**config.mk**
```make
export PLATFORM = sky130hd
export DESIGN_NAME = r2mdc_stage_ctrl_flat
export DESIGN_NICKNAME = d
export VERILOG_FILES = /design/src/rtl/r2mdc_pkg.sv /design/src/rtl/r2mdc_stage_ctrl_if.sv /design/src/rtl/r2mdc_tw_agen.sv /design/src/rtl/r2mdc_stage_ctrl.sv /design/src/flat_wrapper.sv
export SDC_FILE = /design/constraint.sdc
export NUM_CORES = 1
export LEC_CHECK = 0
export ABC_AREA = 1
export CAP_MARGIN = 30
export CORE_AREA = 2 2 39 41
export DETAILED_ROUTE_END_ITERATION = 8
export DIE_AREA = 0 0 41 43
export DONT_BUFFER_PORTS = 1
export PLACE_DENSITY = 0.68
export RECOVER_POWER = 25
export SETUP_SLACK_MARGIN = 0.15
export SYNTH_ARGS = -nofsm -noshare
export SYNTH_HDL_FRONTEND = slang
export SYNTH_SLANG_ARGS = --single-unit
```
**constraint.sdc**
```tcl
create_clock -name clk -period 1.7 [get_ports clk]
set_input_delay 0.425 -clock clk [delete_from_list [all_inputs] [get_ports clk]]
set_output_delay 0.425 -clock clk [all_outputs]
set_load 0.02 [all_outputs]
```
**src/rtl/r2mdc_pkg.sv**
```systemverilog
// r2mdc_pkg: shared types and geometry helpers for the R2MDC stage controller.
// Holds the Q7.8 operand format, the controller state encoding and the
// per-stage delay / span / address-width derivation used by every stage.
package r2mdc_pkg;

    // Q7.8 operand format carried by the butterfly datapath (sign + 7 + 8)
    localparam int INT_BITS  = 7;
    localparam int FRAC_BITS = 8;
    localparam int DATA_W    = 1 + INT_BITS + FRAC_BITS;

    // Controller states; the encodings are fixed so that debug taps agree
    typedef enum logic [1:0] {
        ST_IDLE  = 2'd0,
        ST_FILL  = 2'd1,
        ST_RUN   = 2'd2,
        ST_FLUSH = 2'd3
    } state_e;

    // Delay-line depth of a stage: D = N >> (STAGE + 2)
    function automatic int r2mdc_delay(input int n, input int stage);
        return n >> (stage + 2);
    endfunction

    // Butterfly span of a stage: S = 2D
    function automatic int r2mdc_span(input int n, input int stage);
        return 2 * r2mdc_delay(n, stage);
    endfunction

    // Width of the twiddle address and of the pair / butterfly counters
    function automatic int r2mdc_addr_w(input int n);
        return $clog2(n) - 1;
    endfunction

endpackage

```
**src/rtl/r2mdc_stage_ctrl_if.sv**
```systemverilog
// r2mdc_stage_ctrl_if: handshake and control bundle between one R2MDC stage
// controller (master side) and the stage wrapper that owns the delay lines
// and the butterfly (slave side).
// Optional macro R2MDC_CTRL_STATS_EN adds the frame_cnt / proto_err signals.
interface r2mdc_stage_ctrl_if #(
    parameter int N = 16
);
    localparam int AW = $clog2(N) - 1;

    logic          in_valid;
    logic          in_ready;
    logic          flush_req;
    logic          sw_in;
    logic          sh_en;
    logic          bf_en;
    logic [AW-1:0] tw_addr;
    logic          sw_out;
    logic          flush_busy;
    logic          frame_last;
`ifdef R2MDC_CTRL_STATS_EN
    logic [7:0]    frame_cnt;
    logic          proto_err;
`endif

`ifdef R2MDC_CTRL_STATS_EN
    modport master (
        input  in_valid, flush_req,
        output in_ready, sw_in, sh_en, bf_en, tw_addr, sw_out,
               flush_busy, frame_last, frame_cnt, proto_err
    );
    modport slave (
        output in_valid, flush_req,
        input  in_ready, sw_in, sh_en, bf_en, tw_addr, sw_out,
               flush_busy, frame_last, frame_cnt, proto_err
    );
`else
    modport master (
        input  in_valid, flush_req,
        output in_ready, sw_in, sh_en, bf_en, tw_addr, sw_out,
               flush_busy, frame_last
    );
    modport slave (
        output in_valid, flush_req,
        input  in_ready, sw_in, sh_en, bf_en, tw_addr, sw_out,
               flush_busy, frame_last
    );
`endif

endinterface

```
**src/rtl/r2mdc_tw_agen.sv**
```systemverilog
// r2mdc_tw_agen: twiddle address generator shared by every R2MDC stage.
// Maps the butterfly count to the LUT address (j = bcnt mod S, addr = j << STAGE)
// and flags the last butterfly of a frame.
module r2mdc_tw_agen
    import r2mdc_pkg::*;
#(
    parameter int N     = 16,
    parameter int STAGE = 1
) (
    input  logic [r2mdc_addr_w(N)-1:0] bcnt,
    input  logic                       bf_en,
    output logic [r2mdc_addr_w(N)-1:0] tw_addr,
    output logic                       frame_last
);
    localparam int AW = r2mdc_addr_w(N);
    localparam int S  = r2mdc_span(N, STAGE);
    localparam logic [AW-1:0] J_MASK  = AW'(S - 1);
    localparam logic [AW-1:0] BF_LAST = AW'(N / 2 - 1);

    // S is a power of two, so the modulo is a mask; the shift never overflows
    always_comb begin
        tw_addr    = (bcnt & J_MASK) << STAGE;
        frame_last = bf_en && (bcnt == BF_LAST);
    end

endmodule

```
**src/rtl/r2mdc_stage_ctrl.sv**
```systemverilog
// r2mdc_stage_ctrl: sequencing controller for one R2MDC pipeline stage.
// Tracks accepted lane pairs and butterflies, drives the commutator selects,
// delay-line shift enable, butterfly valid and twiddle address, and runs a
// D-cycle flush that drains the delay lines at end of stream.
// Optional macro R2MDC_CTRL_STATS_EN adds frame_cnt and sticky proto_err.
module r2mdc_stage_ctrl
    import r2mdc_pkg::*;
#(
    parameter int N     = 16,
    parameter int STAGE = 1
) (
    input  logic               clk,
    input  logic               rst_n,
    r2mdc_stage_ctrl_if.master ctl
);
    localparam int LOGN = $clog2(N);
    localparam int CW   = LOGN - 1;
    localparam int D    = r2mdc_delay(N, STAGE);
    localparam int SWB  = $clog2(D);
    localparam logic [CW-1:0] D_LAST    = CW'(D - 1);
    localparam logic [CW-1:0] PAIR_LAST = CW'(N / 2 - 1);
    localparam logic [CW-1:0] ONE       = CW'(1);

    state_e        state_q, state_d;
    logic [CW-1:0] pcnt_q, pcnt_d;
    logic [CW-1:0] bcnt_q, bcnt_d;
    logic          flush_pend_q, flush_pend_d;
    logic          sw_out_q, sw_out_d;

    logic          in_ready;
    logic          accept;
    logic          pcnt_wrap;
    logic          sw_in;
    logic          sh_en;
    logic          bf_en;
    logic [CW-1:0] tw_addr;
    logic          frame_last;

    // Next-state decode; bf_en/sh_en follow the accept in the same cycle
    always_comb begin
        state_d      = state_q;
        pcnt_d       = pcnt_q;
        bcnt_d       = bcnt_q;
        flush_pend_d = flush_pend_q;
        in_ready     = (state_q != ST_FLUSH);
        accept       = ctl.in_valid && in_ready;
        pcnt_wrap    = accept && (pcnt_q == PAIR_LAST);
        sw_in        = pcnt_q[SWB];
        sw_out_d     = sw_in;
        sh_en        = 1'b0;
        bf_en        = 1'b0;
        case (state_q)
            ST_IDLE: begin
                if (accept) begin
                    sh_en   = 1'b1;
                    pcnt_d  = ONE;
                    bcnt_d  = '0;
                    state_d = (D == 1) ? ST_RUN : ST_FILL;
                end
            end
            ST_FILL: begin
                if (accept) begin
                    sh_en  = 1'b1;
                    pcnt_d = pcnt_q + ONE;
                    if (pcnt_q == D_LAST) begin
                        state_d = ST_RUN;
                    end
                end
            end
            ST_RUN: begin
                if (ctl.flush_req) begin
                    flush_pend_d = 1'b1;
                end
                if (accept) begin
                    sh_en  = 1'b1;
                    bf_en  = 1'b1;
                    pcnt_d = pcnt_q + ONE;
                    bcnt_d = bcnt_q + ONE;
                    if (pcnt_wrap && (flush_pend_q || ctl.flush_req)) begin
                        state_d = ST_FLUSH;
                    end
                end
            end
            ST_FLUSH: begin
                sh_en  = 1'b1;
                bf_en  = 1'b1;
                pcnt_d = pcnt_q + ONE;
                bcnt_d = bcnt_q + ONE;
                if (pcnt_q == D_LAST) begin
                    state_d      = ST_IDLE;
                    flush_pend_d = 1'b0;
                end
            end
            default: begin
                state_d = ST_IDLE;
            end
        endcase
    end

    // Controller state registers with synchronous active-low reset
    always_ff @(posedge clk) begin
        if (!rst_n) begin
            state_q      <= ST_IDLE;
            pcnt_q       <= '0;
            bcnt_q       <= '0;
            flush_pend_q <= 1'b0;
            sw_out_q     <= 1'b0;
        end else begin
            state_q      <= state_d;
            pcnt_q       <= pcnt_d;
            bcnt_q       <= bcnt_d;
            flush_pend_q <= flush_pend_d;
            sw_out_q     <= sw_out_d;
        end
    end

    r2mdc_tw_agen #(
        .N     (N),
        .STAGE (STAGE)
    ) u_tw_agen (
        .bcnt       (bcnt_q),
        .bf_en      (bf_en),
        .tw_addr    (tw_addr),
        .frame_last (frame_last)
    );

    assign ctl.in_ready   = in_ready;
    assign ctl.sw_in      = sw_in;
    assign ctl.sh_en      = sh_en;
    assign ctl.bf_en      = bf_en;
    assign ctl.tw_addr    = tw_addr;
    assign ctl.sw_out     = sw_out_q;
    assign ctl.flush_busy = (state_q == ST_FLUSH);
    assign ctl.frame_last = frame_last;

`ifdef R2MDC_CTRL_STATS_EN
    logic [7:0] frame_cnt_q, frame_cnt_d;
    logic       proto_err_q, proto_err_d;

    // Frame counter and sticky error for a flush request while one is pending
    always_comb begin
        frame_cnt_d = frame_cnt_q + {7'd0, frame_last};
        proto_err_d = proto_err_q ||
                      (ctl.flush_req && (flush_pend_q || (state_q == ST_FLUSH)));
    end

    // Statistics registers, cleared only by reset
    always_ff @(posedge clk) begin
        if (!rst_n) begin
            frame_cnt_q <= 8'd0;
            proto_err_q <= 1'b0;
        end else begin
            frame_cnt_q <= frame_cnt_d;
            proto_err_q <= proto_err_d;
        end
    end

    assign ctl.frame_cnt = frame_cnt_q;
    assign ctl.proto_err = proto_err_q;
`endif

endmodule

```
**src/flat_wrapper.sv**
```systemverilog
// flat-port wrapper written by rule: the top's interface ports become plain ports
module r2mdc_stage_ctrl_flat import r2mdc_pkg::*;
#(
    parameter int N     = 16,
    parameter int STAGE = 1
)
  (clk, rst_n, ctl_in_valid, ctl_flush_req, ctl_in_ready, ctl_sw_in, ctl_sh_en, ctl_bf_en, ctl_tw_addr, ctl_sw_out, ctl_flush_busy, ctl_frame_last);
  r2mdc_stage_ctrl_if #(.N(N)) ctl_i ();
  input  logic clk;
  input  logic rst_n;
  input wire logic [$bits(ctl_i.in_valid)-1:0] ctl_in_valid;
  input wire logic [$bits(ctl_i.flush_req)-1:0] ctl_flush_req;
  output wire logic [$bits(ctl_i.in_ready)-1:0] ctl_in_ready;
  output wire logic [$bits(ctl_i.sw_in)-1:0] ctl_sw_in;
  output wire logic [$bits(ctl_i.sh_en)-1:0] ctl_sh_en;
  output wire logic [$bits(ctl_i.bf_en)-1:0] ctl_bf_en;
  output wire logic [$bits(ctl_i.tw_addr)-1:0] ctl_tw_addr;
  output wire logic [$bits(ctl_i.sw_out)-1:0] ctl_sw_out;
  output wire logic [$bits(ctl_i.flush_busy)-1:0] ctl_flush_busy;
  output wire logic [$bits(ctl_i.frame_last)-1:0] ctl_frame_last;
  assign ctl_i.in_valid = ctl_in_valid;
  assign ctl_i.flush_req = ctl_flush_req;
  assign ctl_in_ready = ctl_i.in_ready;
  assign ctl_sw_in = ctl_i.sw_in;
  assign ctl_sh_en = ctl_i.sh_en;
  assign ctl_bf_en = ctl_i.bf_en;
  assign ctl_tw_addr = ctl_i.tw_addr;
  assign ctl_sw_out = ctl_i.sw_out;
  assign ctl_flush_busy = ctl_i.flush_busy;
  assign ctl_frame_last = ctl_i.frame_last;
  r2mdc_stage_ctrl #(.N(N), .STAGE(STAGE)) u_core (.clk(clk), .rst_n(rst_n), .ctl(ctl_i));
endmodule
```
==> results of run 1 <==
state kept, by name (all words and copies together) (netlist names):
name / count
u_core.flush_pend_q: 1
u_core.ctl.sw_out: 1
u_core.pcnt_q: 3
u_core.bcnt_q: 3
u_core.state_q: 2
cells in the final DEF, fill, tap and decap left out:
cell type / instances
a21oi_1: 6
nor2_4: 2
ha_4: 2
ha_1: 7
o21a_1: 1
inv_1: 13
o21ai_0: 3
inv_8: 1
clkbuf_4: 3
clkbuf_1: 2
buf_4: 8
nand2_4: 2
inv_2: 4
nand3_1: 6
nor2_1: 7
nor3_1: 1
buf_6: 1
o21ai_1: 1
conb_1: 1
clkbuf_8: 1
dfxtp_2: 1
o21ai_2: 2
dfxtp_1: 8
and3_4: 1
dfxtp_4: 1
nand2_2: 4
nand2_1: 15
a31oi_1: 2
layer usage:
layer | wire length, microns | part of all wire (%) | up-vias
li1 | - | - | 315
met1 | 537 | 40 | 270
met2 | 681 | 50 | 16
met3 | 77 | 5.7 | 4
met4 | 57 | 4.2 | 0
met5 | 0 | 0 | -
stage by stage:
stage                     power [uW]  hold slack, ns  setup WS (ns)  std cells
after global placement          1190           0.465          0.198        116
final                           1530           0.256         0.0487        122
after CTS                       1520           0.253         0.0454        122
after detailed placement        1200           0.476          0.184        116
after global routing            1660           0.278        -0.0144        122
after floorplan                  989           0.447         0.0484         94
cell families after synthesis:
logic type | Yosys count
fa+ha+maj | 9
compound gates | 15
flops | 10
other cells | 1
buf+inv | 21
simple gates | 38
worst register-to-register path, cell delays in order (launching register included):
cell     delay [ns]
dfxtp_4        0.39
inv_1          0.07
ha_1           0.32
o21ai_2        0.23
nor2_1         0.07
a31oi_1        0.14
nor2_1         0.05
path summary, 6_finish.rpt:
kind / startpoint / end / slack, ns / cells past startpoint
worst max-delay path: u_core.state_q[0] / ctl_frame_last / 0.05 / 5
worst min-delay path: rst_n / u_core.state_q[1] / 0.26 / 2
worst max register to register: u_core.state_q[1] / u_core.pcnt_q[2] / 0.34 / 6
worst min register to register: u_core.bcnt_q[2] / u_core.bcnt_q[2] / 0.48 / 2
timing repair:
item,4_1_cts,5_1_grt
pin swaps,2,0
endpoints found under the setup margin,3,3
gates resized for setup,13,4
buffers inserted,2,0
endpoints found under the hold margin,0,0
hold buffers,0,0
cell type report:
type | count | area [sq um] | share of cell area, %
multi-input combinational | 63 | 428 | 50.7
sequential | 10 | 205 | 24.3
timing repair buffer | 11 | 78.8 | 9.35
inverter | 18 | 75.1 | 8.90
clock buffer | 4 | 36.3 | 4.30
tap | 16 | 20.0 | 2.37
power groups by stage:
stage | logic [uW] | registers [uW] | clock network (uW)
6_report | 933 | 375 | 219
5_1_grt | 1040 | 384 | 234
4_1_cts | 932 | 369 | 224
3_5_place_dp | 842 | 358 | 0
3_3_place_gp | 833 | 352 | 0
2_1_floorplan | 613 | 376 | 0
==> out/metrics.yaml, run 1 <==
synthesis:
  avgSynthCellArea_sq_um: 7.16
  synth_common_cells: "inv_1 (16), nand2_1 (16), dfxtp_1 (10)"
  yosysTopAreaCell: "dfxtp_1"
  synth_cell_type_count: 19
  syn_nets: 107
  ys.flop_type: "dfxtp_1"
  yosysWarnings: 0
  yosys.area_share.xor_xnor_pct: 0
  synthAdderAreaFrac_pct: 16.7
  synth.ff_latch_count: 10
  synth_top_family_by_area: "simple AND/OR/NAND/NOR gates"
  synth_top_area_share_pct: 29.7
  ys_top_cells_by_area: "dfxtp_1 (30%), ha_1 (17%), inv_1 (8.9%)"
  async_reset_ff_share_pct: 0
  syn_inst: 94
  yosysSeqAreaShare_pct: 29.7
  synth_compound_area_share_pct: 13.0
  synthSimpleGateAreaFrac_pct: 26.6
  netlist_area_sq_um: 673
  synth-edff-count: 0
  synth_mux_area_share_pct: 0
pwr:
  p_per_area_mw_per_mm2: 1810
  internal_power_uw: 831
  switchingPower_uw: 695
  seqPwrFrac_pct: 24.6
  p_comb_share_pct: 61.1
  pwr-share-clk_pct: 14.3
  switching_share_pct: 45.6
  ir_worst_vdd_uv: 876
  p_leak_uw: 0.000412
clocking:
  cts_made_buffers: 3
  cts_tree: "built"
  clk_pin_slew_ns: 0.07
  htree_levels: 1
  clk_latency_ns: 0.27
  cts_num_sinks: 10
  clock_path_buffers: 2
  cts_root_buf: "clkbuf_4"
critical_path:
  startpoint_type: "flop"
  cp-end-kind: "output port"
  max_stage_delay_ns: 0.34
  critPathRequiredTime_ns: 1.27
  crit_fanout: 4
  cp.arrival_ns: 1.23
  crit_slowest_cell: "dfxtp_2"
  critPathBufInv: 2
  crit_chain: "buf_6 > ha_4 > inv_8 > nand2_4 > and3_4"
  worstSetupPathType: "reg2out"
  timing.critical_path.max_delay_family: "flip-flops"
layout:
  fillCellCount: 138
  drive_gt1_share_pct: 31.1
  fin_util_pct: 60.9
  finish.net_count: 120
  design_area_sq_um: 843
  area_growth_syn_to_layout_pct: 25.3
  diodes: 0
floorplan:
  die_h_microns: 43
  start_util_pct: 48.6
  coreArea_sq_mm: 0.00138
  pin_count: 14
  rows: 14
  dieArea_sq_mm: 0.00176
  die_w_microns: 41
detailed_routing:
  antenna_left: 0
  avgViaCountPerCell: 4.96
  num_vias: 605
  drt_iter0_markers: 3
  routed_wl_microns: 1350
  firstDrtPassIters: 3
  wl_per_cell_microns: 11.1
  route.detailed.drc: 0
worst_hold_path:
  hold_class: "in2reg"
placement:
  placed_area_sq_um: 752
  portBuffers: 0
  gp_congestion: 0.811
  dp_hpwl_microns: 1060
grt:
  grt_pass1_wl_microns: 2230
  grt_overflow: 0
  grt_use_met3_pct: 5.76
  grt_start_max_net_pins: 7
  met1_usage_pct: 18.0
  antenna_found_initial: 0
  busiest_layer: "met2"
  grt_util_met2_pct: 32.8
  grt_pass1_vias: 590
  grt.total_usage_pct: 19.7
sta:
  setup_violations: 0
  post-route-min-period_ns: 1.65
  maxSlewViolCount: 0
  period_share_pct: 97.1
  fmax_mhz: 606
  fin_tns_setup_ns: 0
  fin_skew_ns: 0.000854
  hold_violations: 0
  rsz0062_at_grt: "true"
run_status:
  outcome: "finished, final reports clean"
run:
  maxCapViolations: 0
No activity file was read; power rests on OpenSTA's default activity.
==> inputs of run 2 (changes only) <==
- ABC_AREA: 1 -> default
- CTS_CLUSTER_DIAMETER: default -> 30
- PLACE_DENSITY: 0.68 -> 0.65
==> out/metrics.yaml, run 2 <==
detailed_routing:
  wl_per_cell_microns: 11.5
  routed_wl_microns: 1140
  avgViaCountPerCell: 5.22
  num_vias: 517
  route.detailed.drc: 0
  antenna_left: 0
  drt_iter0_markers: 4
  firstDrtPassIters: 3
synthesis:
  synth-edff-count: 0
  syn_inst: 74
  ys.flop_type: "dfxtp_1"
  syn_nets: 87
  synth_cell_type_count: 26
  async_reset_ff_share_pct: 0
  yosysTopAreaCell: "dfxtp_1"
  avgSynthCellArea_sq_um: 8.66
  synth.ff_latch_count: 10
  synth_most_common_cell: "dfxtp_1"
  synth_common_cells: "dfxtp_1 (10), ha_1 (9), nand2_1 (8)"
  netlist_area_sq_um: 641
  yosysWarnings: 0
  yosysSeqAreaShare_pct: 31.3
  synth_top_area_share_pct: 31.3
  ys_top_cells_by_area: "dfxtp_1 (31%), ha_1 (18%), and2_1 (4.9%)"
sta:
  rsz0062_at_grt: "true"
  fmax_mhz: 618
  post-route-min-period_ns: 1.62
  period_share_pct: 95.2
  fin_tns_setup_ns: 0
  setup_violations: 0
  fin_skew_ns: 0.00791
  hold_violations: 0
  maxSlewViolCount: 0
critical_path:
  cp.arrival_ns: 1.80
  startpoint_type: "flop"
  critPathRequiredTime_ns: 1.89
  crit_fanout: 4
  worstSetupPathType: "reg2reg"
  cp-end-kind: "flop"
clocking:
  cts_hold_buf: 0
  clk_latency_ns: 0.27
  cts_tree: "built"
  clk_pin_slew_ns: 0.07
  cts_made_buffers: 3
  clock_path_buffers: 2
  cts_num_sinks: 10
  cts_root_buf: "clkbuf_4"
  htree_levels: 1
layout:
  finish.net_count: 97
  fin_util_pct: 59.7
  final_cell_mix: "buf_4 (7), dfxtp_1 (7), nand2_1 (6), ha_4 (5)"
  diodes: 0
  layout.cells.non_filler: 99
  fillCellCount: 121
  drive_gt1_share_pct: 36.1
  multi_input_comb_area_sq_um: 467
  reg.largest.list: "u_core.bcnt_q (3), u_core.pcnt_q (3), u_core.state_q (2)"
  seqCellArea_sq_um: 211
  area_growth_syn_to_layout_pct: 28.9
pwr:
  p_per_area_mw_per_mm2: 1520
  p_leak_uw: 0.000333
  ir_worst_vdd_uv: 724
floorplan:
  rows: 14
  die_w_microns: 41
  dieArea_sq_mm: 0.00176
  coreArea_sq_mm: 0.00138
  die_h_microns: 43
  pin_count: 14
  start_util_pct: 46.3
grt:
  grt_pass1_wl_microns: 1810
  antenna_found_initial: 0
  grt_start_max_net_pins: 12
  grt.total_usage_pct: 15.5
  grt_overflow: 0
  grt_pass1_vias: 485
placement:
  dp_hpwl_microns: 820
  placed_cells: 88
  gp_congestion: 0.783
  portBuffers: 0
run:
  maxCapViolations: 0
worst_hold_path:
  hold_class: "in2reg"
run_status:
  outcome: "finished, final reports clean"
-- run 2: path summary, 6_finish.rpt --
path         slack (ns)                 to         startpoint  cells after the start
min                0.27   u_core.pcnt_q[1]              rst_n                      1
min reg2reg        0.53   u_core.pcnt_q[2]   u_core.pcnt_q[2]                      2
max                0.08  u_core.state_q[1]  u_core.state_q[0]                      6
max reg2reg        0.08  u_core.state_q[1]  u_core.state_q[0]                      6
-- run 2: layer usage --
metal	vias to the layer above	global-route usage, %	share of wire [%]
met3	2	9.95	4.8
met1	234	14.9	39
met2	11	26.6	56
met5	-	0	0
li1	270	-	-
met4	0	2.67	0.61
-- run 2: power by group --
part           total (uW)  internal [uW]  switching (uW)
registers             402            304            97.7
logic                 680            360             320
clock network         171           90.6            80.3
total                1250            755             498
-- run 2: cell type report --
| class | instances | area share [%] |
|---|---|---|
| clock buffers | 4 | 3.18 |
| inverters | 4 | 2.73 |
| multi-input cells | 55 | 56.5 |
| flip-flops and latches | 10 | 25.6 |
| well taps | 16 | 2.42 |
| repair buffers | 10 | 9.55 |
-- run 2: critical path, cell delays in order, from the launching register on --
cell	delay (ns)
dfxtp_4	0.40
inv_4	0.06
ha_4	0.16
or2_0	0.21
a22o_1	0.22
a221oi_2	0.24
mux2i_1	0.24
-- run 2: timing repair --
| action | in CTS | in global routing |
|---|---|---|
| pin swaps | 6 | 2 |
| endpoints found under the setup margin | 6 | 9 |
| gates cloned | 0 | 0 |
| buffers inserted | 7 | 0 |
| gates resized for setup | 12 | 6 |
-- run 2: per-stage QoR --
step	hold slack, ns	setup slack [ns]	instance area [sq um]	power (uW)
after floorplan	0.479	0.146	678	812
after global placement	0.504	0.117	683	880
after detailed placement	0.513	0.0170	683	895
after CTS	0.265	0.0929	797	1180
after global routing	0.251	0.0238	826	1360
final	0.274	0.0819	826	1250
-- run 2: cell families (layout without fill, tap and decap cells) --
| group | count (synthesis) | in the layout | synth area share (%) |
|---|---|---|---|
| mux | 2 | 2 | 3.13 |
| fa+ha+maj | 9 | 9 | 17.6 |
| compound gates | 19 | 19 | 19.9 |
| simple gates | 24 | 24 | 19.3 |
| buf+inv | 9 | 18 | 8.20 |
| flops | 10 | 10 | 31.2 |
| other cells | 1 | 1 | 0.585 |
